File: src/rtl/breakout_motion_if.sv
// breakout_motion_if: frame_tick/buttons/launch in, paddle/ball positions, lives, mode flags and sequencer status out
interface breakout_motion_if;
  logic       frame_tick;
  logic       btn_left;
  logic       btn_right;
  logic       launch;
  logic [9:0] paddle_x;
  logic [9:0] ball_x;
  logic [9:0] ball_y;
  logic [1:0] lives;
  logic       playing;
  logic       game_over;
  logic       busy;
  logic       frame_done;
  modport master (
    output frame_tick, btn_left, btn_right, launch,
    input  paddle_x, ball_x, ball_y, lives, playing, game_over, busy, frame_done
  );
  modport slave (
    input  frame_tick, btn_left, btn_right, launch,
    output paddle_x, ball_x, ball_y, lives, playing, game_over, busy, frame_done
  );
endinterface

File: src/rtl/breakout_motion_ctrl.sv
// breakout_motion_ctrl: per-frame Breakout paddle/ball sequencer; clk, rst, bus (slave: tick/buttons/launch in, positions/lives/status out)
module breakout_motion_ctrl #(
  parameter int SCREEN_W    = 640,
  parameter int SCREEN_H    = 480,
  parameter int PADDLE_W    = 160,
  parameter int PADDLE_Y    = 400,
  parameter int BALL_SIZE   = 5,
  parameter int PADDLE_STEP = 4,
  parameter int BALL_STEP   = 2,
  parameter int LIVES_INIT  = 3
) (
  input logic clk,
  input logic rst,
  breakout_motion_if.slave bus
);
  typedef enum logic [2:0] {IDLE, PADDLE, BALL, RESOLVE, COMMIT} state_t;
  typedef enum logic [1:0] {SERVE, PLAY, OVER} mode_t;
  localparam logic [10:0] PMAX  = 11'(SCREEN_W - PADDLE_W);
  localparam logic [10:0] PSTEP = 11'(PADDLE_STEP);
  localparam logic [10:0] BSTEP = 11'(BALL_STEP);
  localparam logic [10:0] BSZ   = 11'(BALL_SIZE);
  localparam logic [10:0] PY    = 11'(PADDLE_Y);
  localparam logic [10:0] PW    = 11'(PADDLE_W);
  localparam logic [10:0] SW    = 11'(SCREEN_W);
  localparam logic [10:0] SH    = 11'(SCREEN_H);
  localparam logic [10:0] OFS   = 11'(PADDLE_W / 2 - BALL_SIZE / 2);
  localparam logic [10:0] SY    = 11'(PADDLE_Y - BALL_SIZE);
  localparam logic [10:0] PX0   = 11'((SCREEN_W - PADDLE_W) / 2);
  localparam logic [1:0]  LIV0  = 2'(LIVES_INIT);
  state_t state_q, state_d;
  mode_t mode_q, mode_d, nmode_q, nmode_d;
  logic [1:0] lives_q, lives_d, nlives_q, nlives_d;
  logic dx_q, dx_d, dy_q, dy_d, done_q, done_d;
  logic [10:0] wpx_q, wpx_d, wbx_q, wbx_d, wby_q, wby_d;
  logic [9:0] px_q, px_d, bx_q, bx_d, by_q, by_d;
  logic [10:0] px, x, y;
  logic hit, miss, unused;
  assign px = {1'b0, px_q};
  assign x = {1'b0, bx_q};
  assign y = {1'b0, by_q};
  // x/y are the pre-move position, wby_q the moved row, wpx_q this frame's paddle
  assign hit = dy_q && (y + BSZ <= PY) && (wby_q + BSZ > PY) && (x + BSZ > wpx_q) && (x < wpx_q + PW);
  // a moving-up ball wraps wby_q near 2047, so the 11-bit sum stays small and never flags a miss
  assign miss = !hit && (wby_q + BSZ >= SH);
  assign unused = wbx_q[10];
  always_comb begin
    state_d = state_q;
    mode_d = mode_q;
    nmode_d = nmode_q;
    lives_d = lives_q;
    nlives_d = nlives_q;
    dx_d = dx_q;
    dy_d = dy_q;
    done_d = 1'b0;
    wpx_d = wpx_q;
    wbx_d = wbx_q;
    wby_d = wby_q;
    px_d = px_q;
    bx_d = bx_q;
    by_d = by_q;
    case (state_q)
      IDLE: state_d = (bus.frame_tick && mode_q != OVER) ? PADDLE : IDLE;
      PADDLE: begin
        state_d = BALL;
        nmode_d = mode_q;
        nlives_d = lives_q;
        wpx_d = (bus.btn_left && !bus.btn_right) ? ((px < PSTEP) ? 11'd0 : px - PSTEP)
              : (bus.btn_right && !bus.btn_left) ? ((px + PSTEP > PMAX) ? PMAX : px + PSTEP) : px;
      end
      BALL: begin
        state_d = RESOLVE;
        wbx_d = (mode_q == SERVE) ? wpx_q + OFS : (dx_q ? x + BSTEP : x - BSTEP);
        wby_d = (mode_q == SERVE) ? SY : (dy_q ? y + BSTEP : y - BSTEP);
        if (mode_q == SERVE && bus.launch) begin
          nmode_d = PLAY;
          dx_d = 1'b1;
          dy_d = 1'b0;
        end
      end
      RESOLVE: begin
        state_d = COMMIT;
        if (mode_q == PLAY) begin
          if (!dx_q && x < BSTEP) begin
            wbx_d = 11'd0;
            dx_d = 1'b1;
          end
          if (dx_q && x + BSZ + BSTEP > SW) begin
            wbx_d = SW - BSZ;
            dx_d = 1'b0;
          end
          if (!dy_q && y < BSTEP) begin
            wby_d = 11'd0;
            dy_d = 1'b1;
          end
          if (hit) begin
            wby_d = SY;
            dy_d = 1'b0;
          end
          if (miss) begin
            nlives_d = lives_q - 2'd1;
            nmode_d = (lives_q == 2'd1) ? OVER : SERVE;
            wbx_d = (lives_q == 2'd1) ? x : wpx_q + OFS;
            wby_d = (lives_q == 2'd1) ? y : SY;
          end
        end
      end
      COMMIT: begin
        state_d = IDLE;
        px_d = wpx_q[9:0];
        bx_d = wbx_q[9:0];
        by_d = wby_q[9:0];
        mode_d = nmode_q;
        lives_d = nlives_q;
        done_d = 1'b1;
      end
      default: state_d = IDLE;
    endcase
  end
  always_ff @(posedge clk) begin
    if (rst) begin
      state_q <= IDLE;
      mode_q <= SERVE;
      nmode_q <= SERVE;
      lives_q <= LIV0;
      nlives_q <= LIV0;
      dx_q <= 1'b1;
      dy_q <= 1'b0;
      done_q <= 1'b0;
      wpx_q <= PX0;
      wbx_q <= PX0 + OFS;
      wby_q <= SY;
      px_q <= PX0[9:0];
      bx_q <= 10'(PX0 + OFS);
      by_q <= SY[9:0];
    end else begin
      state_q <= state_d;
      mode_q <= mode_d;
      nmode_q <= nmode_d;
      lives_q <= lives_d;
      nlives_q <= nlives_d;
      dx_q <= dx_d;
      dy_q <= dy_d;
      done_q <= done_d;
      wpx_q <= wpx_d;
      wbx_q <= wbx_d;
      wby_q <= wby_d;
      px_q <= px_d;
      bx_q <= bx_d;
      by_q <= by_d;
    end
  end
  assign bus.paddle_x = px_q;
  assign bus.ball_x = bx_q;
  assign bus.ball_y = by_q;
  assign bus.lives = lives_q;
  assign bus.playing = mode_q == PLAY;
  assign bus.game_over = mode_q == OVER;
  assign bus.busy = state_q != IDLE;
  assign bus.frame_done = done_q;
endmodule
File: src/flat_wrapper.sv
// flat-port wrapper written by rule: the top's interface ports become plain ports
module breakout_motion_ctrl_flat 
#(
  parameter int SCREEN_W    = 640,
  parameter int SCREEN_H    = 480,
  parameter int PADDLE_W    = 160,
  parameter int PADDLE_Y    = 400,
  parameter int BALL_SIZE   = 5,
  parameter int PADDLE_STEP = 4,
  parameter int BALL_STEP   = 2,
  parameter int LIVES_INIT  = 3
)
  (clk, rst, bus_frame_tick, bus_btn_left, bus_btn_right, bus_launch, bus_paddle_x, bus_ball_x, bus_ball_y, bus_lives, bus_playing, bus_game_over, bus_busy, bus_frame_done);
  breakout_motion_if bus_i ();
  input logic clk;
  input logic rst;
  input wire logic [$bits(bus_i.frame_tick)-1:0] bus_frame_tick;
  input wire logic [$bits(bus_i.btn_left)-1:0] bus_btn_left;
  input wire logic [$bits(bus_i.btn_right)-1:0] bus_btn_right;
  input wire logic [$bits(bus_i.launch)-1:0] bus_launch;
  output wire logic [$bits(bus_i.paddle_x)-1:0] bus_paddle_x;
  output wire logic [$bits(bus_i.ball_x)-1:0] bus_ball_x;
  output wire logic [$bits(bus_i.ball_y)-1:0] bus_ball_y;
  output wire logic [$bits(bus_i.lives)-1:0] bus_lives;
  output wire logic [$bits(bus_i.playing)-1:0] bus_playing;
  output wire logic [$bits(bus_i.game_over)-1:0] bus_game_over;
  output wire logic [$bits(bus_i.busy)-1:0] bus_busy;
  output wire logic [$bits(bus_i.frame_done)-1:0] bus_frame_done;
  assign bus_i.frame_tick = bus_frame_tick;
  assign bus_i.btn_left = bus_btn_left;
  assign bus_i.btn_right = bus_btn_right;
  assign bus_i.launch = bus_launch;
  assign bus_paddle_x = bus_i.paddle_x;
  assign bus_ball_x = bus_i.ball_x;
  assign bus_ball_y = bus_i.ball_y;
  assign bus_lives = bus_i.lives;
  assign bus_playing = bus_i.playing;
  assign bus_game_over = bus_i.game_over;
  assign bus_busy = bus_i.busy;
  assign bus_frame_done = bus_i.frame_done;
  breakout_motion_ctrl #(.SCREEN_W(SCREEN_W), .SCREEN_H(SCREEN_H), .PADDLE_W(PADDLE_W), .PADDLE_Y(PADDLE_Y), .BALL_SIZE(BALL_SIZE), .PADDLE_STEP(PADDLE_STEP), .BALL_STEP(BALL_STEP), .LIVES_INIT(LIVES_INIT)) u_core (.clk(clk), .rst(rst), .bus(bus_i));
endmodule
File: config.mk
export PLATFORM = sky130hd
export DESIGN_NAME = breakout_motion_ctrl_flat
export DESIGN_NICKNAME = d
export VERILOG_FILES = /design/src/rtl/breakout_motion_if.sv /design/src/rtl/breakout_motion_ctrl.sv /design/src/flat_wrapper.sv
export SDC_FILE = /design/constraint.sdc
export NUM_CORES = 1
export LEC_CHECK = 0
export ABC_AREA = 1
export BUFFER_PORTS_ARGS = -buffer_cell sky130_fd_sc_hd__buf_4
export CAP_MARGIN = 5
export CORE_MARGIN = 10
export CORE_UTILIZATION = 40
export CTS_CLUSTER_DIAMETER = 200
export DETAILED_ROUTE_END_ITERATION = 6
export GPL_TIMING_DRIVEN = 0
export PLACE_DENSITY_LB_ADDON = 0.25
export SYNTH_ARGS = -nofsm -noshare
export SYNTH_HDL_FRONTEND = slang
export SYNTH_SLANG_ARGS = --single-unit
File: constraint.sdc
create_clock -name clk -period 2.76 [get_ports clk]
set_clock_uncertainty 0.05 [all_clocks]
set_input_delay 0.552 -clock clk [delete_from_list [all_inputs] [get_ports clk]]
set_output_delay 0.552 -clock clk [all_outputs]
set_load 0.005 [all_outputs]
==> metrics.md <==
| Metric | Value |
|---|---|
| # placed instances | `1191` |
| Aggregate negative setup slack | `-0.0173 ns` |
| Longest Clk Path Bufs | `2` |
| Synth Instances | `approximately 960` |
| CP max FO | `7` |
| Y dimension of the die | `~140 µm` |
| Element type at the critical path start | `register` |
| Sequential element share of the synthesized area | `about a quarter` |
| Number of buffers added by the clock tree synthesis step | `9` |
| Total grt overflow | `0` |
| Transition at the pin with the smallest max-transition slack | `0.705 ns` |
| Maximum level of the CTS H-tree | `3` |
| Start-to-end type of the worst setup path | `reg -> reg` |
| TritonCTS sink count | `76` |
| Total nets after synthesis | `1005` |
| Total routing resource utilization after global routing | `19.7%` |
| Period minus WS final | `between 2 and 3 ns` |
| Sequential group share of total power | `36.5%` |
| Post-cts hold buffer count | `0` |
| Via density per instance | `5.37` |
| Pre-Repair DR Iteration Count | `5` |
| Post-synthesis average cell area | `between 6 and 7 µm²` |
| RSZ-0062 raised after global routing | `true` |
| Logic gate share of total power | `24.1%` |
| Clock slew at reported path FFs | `0.07 ns` |
| Cell type with the largest total area after synthesis | `dfxtp_1` |
| Total number of yosys warnings | `0` |
| Net switching component of the power | `1.08 mW` |
| P_int | `about 2.2 mW` |
| Diodes inserted | `0` |
| Yosys reg bits | `76` |
| Antenna violation net count after detailed routing | `0` |
| Final-report setup violation count | `2` |
| Switching fraction of total power | `32.5%` |
| Layout overhead on the synthesized area | `22.8%` |
| Post-synth EDFFs | `0` |
| Path category of the worst min-delay check | `in -> reg` |
| Worst VDD drop | `296 µV` |
| Starting density of the core | `40.6%` |
| Largest net degree at the start of global routing | `15` |
| Post-synth top area share | `24.8%` |
| Final Slew Violations | `0` |
| Dpl ws | `-0.417 ns` |
| Via Count | `6636` |
| Average routed wire per standard cell | `16.5 µm` |
| Critical path data arrival time | `3.02 ns` |
| Vias in the first global route | `6086` |
| Worst slew margin relative to its limit | `53.0%` |
| Commonest cells in the netlist | `nand2_1, inv_1, nand3_1, dfxtp_1` |
| # port buffers | `41` |
| Count of pins on the block boundary | `42` |
| Power density cells | `442 mW/mm²` |
| Achievable Freq | `0.361 GHz` |
| Worst Slack Setup Final | `-0.0120 ns` |
| Violated checks | `negative setup slack` |
| Static Leakage | `3.48 nW` |
| Clk network pwr share | `39.4%` |
| Worst-Skew Late Latency | `approximately 0.36 ns` |
| Predominant post-synthesis flop cell | `dfxtp_1` |
| CTS tree | `built` |
| Initial antenna violation count | `0` |
| Number of nets in the finished design | `1086` |
| Top cells by area, synth | `dfxtp_1, nand2_1, ha_1` |
| Library cell with the highest instance count after synthesis | `nand2_1` |
| Mapped cell area | `0.00614 mm²` |
| Root cell of the clock tree | `clkbuf_16` |
| Final Routed Wirelength | `20400 µm` |
| Number of distinct library cells after synthesis | `46` |
| Period utilization | `100%` |
| Area of the placeable core | `~0.015 mm²` |
| # DRC | `0` |
| Routability-driven placement congestion ratio | `roughly 0.95` |
| Data required time of the worst path | `3.01 ns` |
| Nature of the critical path endpoint | `register` |
| Final hold violation count | `0` |
| Status | `complete, but fails checks` |
| First-iteration detailed-routing DRC count | `555` |
| Fraction of registers with async set or reset after synthesis | `0%` |
| Final Instance Count excl. Fillers | `1236` |
| Die outline area | `0.0207 mm²` |
| Max-capacitance violation count | `0` |
| Number of placement rows | `45` |
| Final HPWL DP | `15000 µm` |
| Global-route wire length before repair | `32200 µm` |
| Share of cells above drive strength 1 | `19.7%` |
| Chip width | `144 µm` |
-- through the flow --
step           util [%]  total power [mW]  area [µm²]  hold WS, ns
2_1_floorplan         -              1.77        6160        0.379
3_3_place_gp       44.3              1.95        6710        0.390
3_5_place_dp       44.3              1.96        6710        0.394
4_1_cts            48.8              3.31        7390        0.378
5_1_grt            49.8              3.50        7550        0.402
6_report           49.8              3.33        7550        0.387
-- logic make-up (layout without fill, tap and decap cells) --
group | Yosys count | after routing | synth area share, %
AND/OR/NAND/NOR | 455 | 455 | 34.0
AO/OA/AOI/OAI | 209 | 209 | 19.3
buffers and inverters | 157 | 243 | 10.3
flip-flops | 76 | 76 | 24.8
adder cells (fa/ha/maj) | 37 | 37 | 7.53
XOR/XNOR | 27 | 27 | 3.85
multiplexers | 1 | 1 | 0.183
-- cells in the final DEF (no fill, tap or decap), drive strengths merged, types with 25 or more instances in the layout --
cell type	synthesis	routed
o21ai	80	80
inv	119	121
xor2	25	25
nor2	82	82
nand2	256	256
ha	37	37
buf	13	84
nand3	81	81
clkbuf	19	27
dfxtp	76	76
a21oi	78	78
-- worst paths after layout --
kind,from,to,slack (ns),cells past startpoint
setup / recovery,u_core.bus.ball_x[1],u_core.wbx_q[0],-0.01,22
setup reg to reg,u_core.bus.ball_x[1],u_core.wbx_q[0],-0.01,22
hold reg to reg,u_core.wbx_q[8],u_core.wbx_q[8],0.41,2
hold / removal,rst,u_core.state_q[0],0.39,2
-- flip-flops by register name (all words and copies together) (netlist names), 3 cells and up --
register,cells
u_core.bus.paddle_x,10
u_core.bus.ball_x,10
u_core.wby_q,11
u_core.state_q,3
u_core.wbx_q,10
u_core.wpx_q,11
u_core.bus.ball_y,10
-- critical path, stage by stage (launching register included) --
cell	delay (ns)
dfxtp_4	0.37
ha_4	0.17
nor2_4	0.15
nor2_4	0.07
nand2_2	0.06
nand2_2	0.06
nand2_4	0.08
inv_2	0.04
ha_4	0.27
nand2_4	0.05
o21bai_1	0.14
nand4_1	0.08
nand2_1	0.07
nor2_2	0.09
nor2_2	0.04
nor2_2	0.12
nand2_4	0.12
nand2_8	0.11
buf_6	0.10
nand3_4	0.13
a21oi_2	0.17
nor2_2	0.07
nor2_2	0.09
-- repair_timing --
action,4_1_cts,5_1_grt
endpoints found under the setup margin,26,27
gates cloned,1,1
pin swaps,20,13
resized for setup,44,37
setup buffers,24,5
endpoints found under the hold margin,0,0
-- layer usage --
layer	GRT usage, %	vias to the layer above	share of wire, %	wire, µm
li1	-	3360	-	-
met1	26.7	3017	46	9380
met2	29.7	233	44	8940
met3	4.55	26	8.3	1700
met4	6.66	0	1.8	371
met5	0	-	0	0
-- area by class of cell --
type | instances | area (µm²)
Inverter | 125 | 483
Multi-Input combinational cell | 729 | 4210
Clock inverter | 7 | 96.3
Fill cell | 1558 | 7600
Clock buffer | 9 | 225
Buffer | 30 | 168
Tap cell | 188 | 235
Sequential cell | 76 | 1550
Timing Repair Buffer | 72 | 579
-- power by group through the flow --
stage                     Sequential [mW]  Combinational (mW)  Clock [mW]
after floorplan                      1.22               0.544           0
after global placement               1.24               0.712           0
after detailed placement             1.24               0.719           0
after CTS                            1.21               0.769        1.32
after global routing                 1.22               0.903        1.37
final                                1.22               0.805        1.31
No activity file was read; power rests on OpenSTA's default activity.
